===== src/rtl/led_p2s_sched.sv =====
// Round-robin scheduler in front of a 16-bit P2S LED shifter: grants two requesters,
// strobes the shifter, waits for finish (with timeout), pulses the latch, optionally refreshes.
module led_p2s_sched #(
  parameter int TIMEOUT   = 64,
  parameter int LATCH_CYC = 2,
  parameter int REFRESH   = 0
) (
  input  logic        clk,
  input  logic        rst,
  input  logic        req0,
  input  logic        req1,
  input  logic [15:0] data0,
  input  logic [15:0] data1,
  output logic        ack0,
  output logic        ack1,
  output logic        p2s_start,
  output logic [15:0] p2s_data,
  input  logic        p2s_finish,
  output logic        led_latch,
  output logic        busy,
  output logic        err,
  output logic [15:0] shown
);

  localparam int TW = $clog2((TIMEOUT   > 2) ? TIMEOUT   : 2);
  localparam int LW = $clog2((LATCH_CYC > 2) ? LATCH_CYC : 2);
  localparam int IW = $clog2((REFRESH   > 2) ? REFRESH   : 2);

  typedef enum logic [1:0] {S_IDLE, S_LOAD, S_SHIFT, S_LATCH} state_t;

  state_t      state_q;
  logic        ack0_q, ack1_q, start_q, latch_q, busy_q, err_q;
  logic        last_grant_q;
  logic [15:0] p2s_data_q, shown_q;
  logic [TW-1:0] shift_cnt_q;
  logic [LW-1:0] latch_cnt_q;
  logic [IW-1:0] idle_cnt_q;

  logic grant1_d;
  logic refresh_due_d;

  // On a tie, grant whichever requester was not served last.
  always_comb begin
    grant1_d      = req1 && (!req0 || !last_grant_q);
    refresh_due_d = (REFRESH != 0) && (idle_cnt_q == IW'(REFRESH - 1));
  end

  always_ff @(posedge clk) begin
    if (rst) begin
      state_q      <= S_IDLE;
      ack0_q       <= 1'b0;
      ack1_q       <= 1'b0;
      start_q      <= 1'b0;
      latch_q      <= 1'b0;
      busy_q       <= 1'b0;
      err_q        <= 1'b0;
      last_grant_q <= 1'b1;
      p2s_data_q   <= '0;
      shown_q      <= '0;
      shift_cnt_q  <= '0;
      latch_cnt_q  <= '0;
      idle_cnt_q   <= '0;
    end else begin
      ack0_q  <= 1'b0;
      ack1_q  <= 1'b0;
      start_q <= 1'b0;
      case (state_q)
        S_IDLE: begin
          if (req0 || req1) begin
            last_grant_q <= grant1_d;
            p2s_data_q   <= grant1_d ? data1 : data0;
            ack0_q       <= !grant1_d;
            ack1_q       <= grant1_d;
            start_q      <= 1'b1;
            busy_q       <= 1'b1;
            idle_cnt_q   <= '0;
            state_q      <= S_LOAD;
          end else if (refresh_due_d) begin
            p2s_data_q <= shown_q;
            start_q    <= 1'b1;
            busy_q     <= 1'b1;
            idle_cnt_q <= '0;
            state_q    <= S_LOAD;
          end else if (idle_cnt_q != '1) begin
            idle_cnt_q <= idle_cnt_q + IW'(1);
          end
        end
        S_LOAD: begin
          shift_cnt_q <= '0;
          state_q     <= S_SHIFT;
        end
        S_SHIFT: begin
          // A finish arriving on the timeout cycle still counts as success.
          if (p2s_finish) begin
            latch_q     <= 1'b1;
            latch_cnt_q <= '0;
            state_q     <= S_LATCH;
          end else if (shift_cnt_q == TW'(TIMEOUT - 1)) begin
            err_q   <= 1'b1;
            busy_q  <= 1'b0;
            state_q <= S_IDLE;
          end else begin
            shift_cnt_q <= shift_cnt_q + TW'(1);
          end
        end
        S_LATCH: begin
          if (latch_cnt_q == LW'(LATCH_CYC - 1)) begin
            latch_q <= 1'b0;
            shown_q <= p2s_data_q;
            busy_q  <= 1'b0;
            state_q <= S_IDLE;
          end else begin
            latch_cnt_q <= latch_cnt_q + LW'(1);
          end
        end
        default: state_q <= S_IDLE;
      endcase
    end
  end

  assign ack0      = ack0_q;
  assign ack1      = ack1_q;
  assign p2s_start = start_q;
  assign p2s_data  = p2s_data_q;
  assign led_latch = latch_q;
  assign busy      = busy_q;
  assign err       = err_q;
  assign shown     = shown_q;

endmodule


===== config.mk =====
export PLATFORM = sky130hd
export DESIGN_NAME = led_p2s_sched
export DESIGN_NICKNAME = d
export VERILOG_FILES = /design/src/rtl/led_p2s_sched.sv
export SDC_FILE = /design/constraint.sdc
export NUM_CORES = 1
export LEC_CHECK = 0
export BUFFER_PORTS_ARGS = -buffer_cell sky130_fd_sc_hd__buf_2
export CORE_AREA = 2 2 87 89
export DETAILED_ROUTE_END_ITERATION = 16
export DIE_AREA = 0 0 89 91
export PLACE_DENSITY = 0.54
export SLEW_MARGIN = 20
export SYNTH_ARGS = -nofsm -noshare
export SYNTH_HDL_FRONTEND = slang
export SYNTH_SLANG_ARGS = --single-unit

===== constraint.sdc =====
create_clock -name clk -period 2.6 [get_ports clk]
set_clock_uncertainty 0.1 [all_clocks]
set_input_delay 0.13 -clock clk [delete_from_list [all_inputs] [get_ports clk]]
set_output_delay 0.13 -clock clk [all_outputs]
set_load 0.01 [all_outputs]

# ---- After elaboration in Yosys (flattened, before gate mapping)
# Index checks and enable logic that the tools add are counted.
dict set report classes {
  n_addsub 2
  n_eq_ne 11
  muxes 20
  n_bitwise 3
  reduce_logical 20
}
# op count
set op_table {}
lappend op_table {{$mux 16} 1}
lappend op_table {{$mux 6} 2}
lappend op_table {{$ne 2x2->1 const B} 6}
lappend op_table {{$pmux 6 s2} 1}
lappend op_table {{$reduce_and 3->1} 4}
lappend op_table {{$mux 1} 8}
lappend op_table {{$mux 2} 4}
lappend op_table {{$pmux 2 s4} 1}
lappend op_table {{$add 6x1->6 const B} 1}
lappend op_table {{$eq 6x6->1 const B} 1}
lappend op_table {{$reduce_and 2->1} 3}
lappend op_table {{$reduce_and 5->1} 1}
lappend op_table {{$eq 2x2->1 const B} 2}
lappend op_table {{$pmux 1 s2} 2}
lappend op_table {{$reduce_bool 2->1} 2}
lappend op_table {{$logic_not 1->1} 3}
lappend op_table {{$ne 3x3->1 const B} 1}
lappend op_table {{$not 1->1} 3}
lappend op_table {{$pmux 1 s3} 1}
lappend op_table {{$reduce_bool 3->1} 1}
lappend op_table {{$reduce_or 3->1} 1}
lappend op_table {{$eq 2x1->1 const B} 1}
lappend op_table {{$logic_not 2->1} 1}
lappend op_table {{$logic_or 1x1->1} 2}
lappend op_table {{3 further kinds} 3}
dict set report totals {
  regBits 48
  inputBits 37
  out_inout_bits 38
  wordCells 68
}

# ---- Depth between registers and ports, before layout
dict set report depth {
  depth_word 4
  mapped_depth 7
  ltp_nobuf 6
}

# ---- Worst setup path before layout
# Ideal clock, no wire load.
dict set report synth_path {
  path_type {reg2reg}
  from {register state_q[0]}
  to {register shift_cnt_q[0]}
  setup_ns 0.065
  t_arrival_ns 1.458
  required_time_ns 2.435
  slack_ns 0.977
  stages_incl_launch_ff 8
  path_buffers 1
  synth_period_minus_slack_ns 1.623
  path_cell_list {dfxtp_1 -> inv_1 -> ha_1 -> buf_4 -> nand2b_1 -> a21o_2 -> mux2_4 -> nor2_1}
}
dict set report synth_via {
  elab_chain_cells 3
  word_cells_on_any_way 7
  classes_between {eq/ne: 4; mux: 1; reduce/logical: 2}
}
# item line
set synth_rtl {}
lappend synth_rtl {{start, declared} 31} ;# state_t state_q;
lappend synth_rtl {{start signal, assigned} 50} ;# state_q <= S_IDLE;
lappend synth_rtl {{start signal, assigned} 77} ;# state_q <= S_LOAD;
lappend synth_rtl {{start signal, assigned} 83} ;# state_q <= S_LOAD;
lappend synth_rtl {{$eq 2x2->1 or $eq 2x1->1 (tied branches)} 67} ;# case (state_q)
lappend synth_rtl {{$ne 2x2->1 (no line) or $reduce_bool 2->1 (tied branches)} --}
lappend synth_rtl {{$reduce_and 3->1 (no line)} --}
lappend synth_rtl {{end signal, assigned} 103} ;# shift_cnt_q <= shift_cnt_q + TW'(1);
lappend synth_rtl {{end, declared} 35} ;# logic [TW-1:0] shift_cnt_q;
# Parallel ways exist; a longest one is shown, timed or not.
# A chain may end at the register's enable or synchronous reset.

# ---- Worst setup path in the final report
# Same ends and word-level chain as after synthesis.

==> summary.txt <==
Floorplanning
  • # IOs: 75
  • Die width: 89 µm
  • Overall die height: 91 µm
  • Number of core rows: 31
  • Initial Utilization: 29.0%
  • Total die area: 8100 µm²
  • Core box area: 7140 µm²

Global routing
  • Number of global-route vias before repair: 1648
  • Initial antenna violation count: 0
  • First-pass GRT wire length: 7910 µm
  • Pin count of the biggest net entering global routing: 34
  • Total track usage: 12.4%
  • GR Overflow Total: 0

Clock tree
  • Post-cts hold buffer count: 0
  • Post_cts resized: 0
  • H-tree depth: 2
  • Clock Latency Late Sink: 0.30 ns
  • CTS tree: done
  • Postcts setup bufs: 0
  • CTS sink cnt: 48
  • CTS buffer count: 5
  • Clock root cell: clkbuf_8
  • Worst-path clk slew: 0.09 ns
  • Clk buf depth: 2

Routing
  • Routed Antenna Nets: 0
  • Vias per cell: 4.41
  • DRT Pass-1 Iters: 5
  • DR vias: 1786
  • DR iter-0 viols: 34
  • Post-Route WL: 4930 µm
  • WL/cell: 12.2 µm
  • Drc violations: 0

Placed design
  • Dpl cell area: 2500 µm²
  • IO Port Bufs: 74
  • Placed Cells: 397
  • GP Congestion: 0.840
  • Final HPWL DP: 3680 µm

Pwr
  • Pwr Density: 677 nW/µm²
  • Internal power: 1.19 mW
  • Flop pwr share: 50.1%
  • Max VDD drop: 0.000248 V
  • Total power: 1.76 mW
  • Clock share of power: 25.5%
  • Sw frac: 32.0%
  • Sw Pwr: 563 µW
  • Leakage: 1.13 nW
  • Combinational Power Share: 24.4%

Logic synthesis
  • Mean post-synth cell area: 8.80 µm²
  • Post-synth EDFFs: 0
  • Ys Warns: 0
  • Async SR Flop Fraction: 0%
  • Post-Syn Area: 2070 µm²
  • Synthesized flop and latch total: 48
  • Library cells used by synthesis: 32
  • Main synth FF type: dfxtp_1
  • Synthesized net count: 278
  • Mapped Cells: 235
  • Share of the yosys chip area belonging to registers: 46.5%

Critical path
  • Critical path class: reg2reg
  • WP data required: 2.74 ns
  • Max stage delay on crit path: 0.36 ns
  • Crit path DAT: 1.93 ns
  • Cells along the critical path: inv_1 -> ha_1 -> nand2b_1 -> a21o_2 -> mux2_4 -> nor2_1
  • Slowest cell on the critical path: dfxtp_1
  • Delay-heaviest family, CP: flip-flops
  • WP buf/inv: 1
  • Crit-path max FO: 9
  • CP Launch Type: flip-flop
  • CP Capture Type: flip-flop

Status
  • Outcome: completed

Layout
  • Layout cells sized above 1: 29.7%
  • Layout area overhead: 25.5%
  • Antenna Cells: 0
  • Layout fillers: 786
  • Post-route insts no fill: 405
  • Nets: 348
  • Most common cell after layout, fill and taps aside: buf_2
  • Fin area: 2590 µm²
  • Most frequent cells in the layout: buf_2, dfxtp_1, nand2_1

Timing
  • RSZ-0062 raised after global routing: false
  • Hold Violations, Final: 0
  • Pins over their slew limit: 0
  • Final min period: 1.80 ns
  • Worst-Margin Slew: 0.594 ns
  • Final setup vio count: 0
  • Max frequency: 556 MHz
  • Setup TNS: 0 ns
  • Final hold slack: 0.0600 ns
  • Slew HR: 60.4%
  • Period utilization: 69.1%

Min path
  • Hold Path Class: in2reg

Job
  • Max Cap Viol: 0
## worst reg2reg max path, stage by stage (launching register included)
cell and delay [ns]:
dfxtp_1 0.36, inv_1 0.12, ha_1 0.34, nand2b_1 0.18, a21o_2 0.27, mux2_4 0.30, nor2_1 0.08
## logic make-up after synthesis
family	share of synthesized area, %
multiplexers	9.44
flip-flops	46.5
AO/OA/AOI/OAI	15.4
XOR/XNOR	0.848
buffers and inverters	4.96
adder cells (fa/ha/maj)	3.63
AND/OR/NAND/NOR	19.2
## cells in the mapped netlist (2+ instances only)
cell	number	area, µm²
a21oi_1	22	110
nor2b_1	3	18.8
a31oi_1	2	12.5
nand2b_1	4	25.0
ha_1	6	75.1
mux2i_1	18	180
buf_2	5	25.0
a311oi_1	2	17.5
nor2_1	32	120
dfxtp_1	48	961
and2_1	3	18.8
xnor2_1	2	17.5
inv_1	3	11.3
nor3_1	3	15.0
clkbuf_1	6	22.5
nand3_1	3	15.0
o21ai_0	3	15.0
a211oi_1	17	128
nand2_1	40	150
## stage by stage
step,worst slack [ns],util (%)
after floorplan,0.977,-
after global placement,0.871,35.1
after detailed placement,0.827,35.1
after CTS,0.819,36.4
after global routing,0.561,36.4
final,0.802,36.4
## power groups by stage
stage,combinational (mW),sequential (mW),clock [mW]
floorplan,0.259,0.920,0
global placement,0.429,0.899,0
detailed placement,0.434,0.899,0
CTS,0.436,0.882,0.464
global route,0.490,0.892,0.499
finish,0.429,0.880,0.448
## layer usage
| layer | GRT usage [%] | vias up | routed length [µm] |
|---|---|---|---|
| li1 | - | 945 | - |
| met1 | 17.7 | 796 | 2430 |
| met2 | 18.1 | 43 | 2190 |
| met3 | 3.91 | 2 | 282 |
| met4 | 3.36 | 0 | 30 |
| met5 | 0 | - | 0 |
## registers in the layout, indices dropped and copies added (netlist names)
| name | flops |
|---|---|
| p2s_start | 1 |
| ack0 | 1 |
| state_q | 2 |
| shown | 16 |
| shift_cnt_q | 6 |
| led_latch | 1 |
| last_grant_q | 1 |
| err | 1 |
| ack1 | 1 |
| latch_cnt_q | 1 |
| busy | 1 |
| p2s_data | 16 |
## cell type report
cell class	instances	area (µm²)	area share, %
clock buffers	5	68.8	2.65
clock inverters	3	23.8	0.916
inverters	3	11.3	0.434
multi-input cells	169	1010	38.8
flip-flops and latches	48	961	37.0
well taps	99	124	4.77
repair buffers	78	400	15.4
## worst paths after layout
path | start | endpoint | slack [ns] | cells past startpoint
max reg2reg | state_q[0] | shift_cnt_q[0] | 0.80 | 6
min reg2reg | shown[5] | shown[5] | 0.35 | 2
max | state_q[0] | shift_cnt_q[0] | 0.80 | 6
min | data0[2] | p2s_data[2] | 0.06 | 3
(Power assumes the default switching activity.)
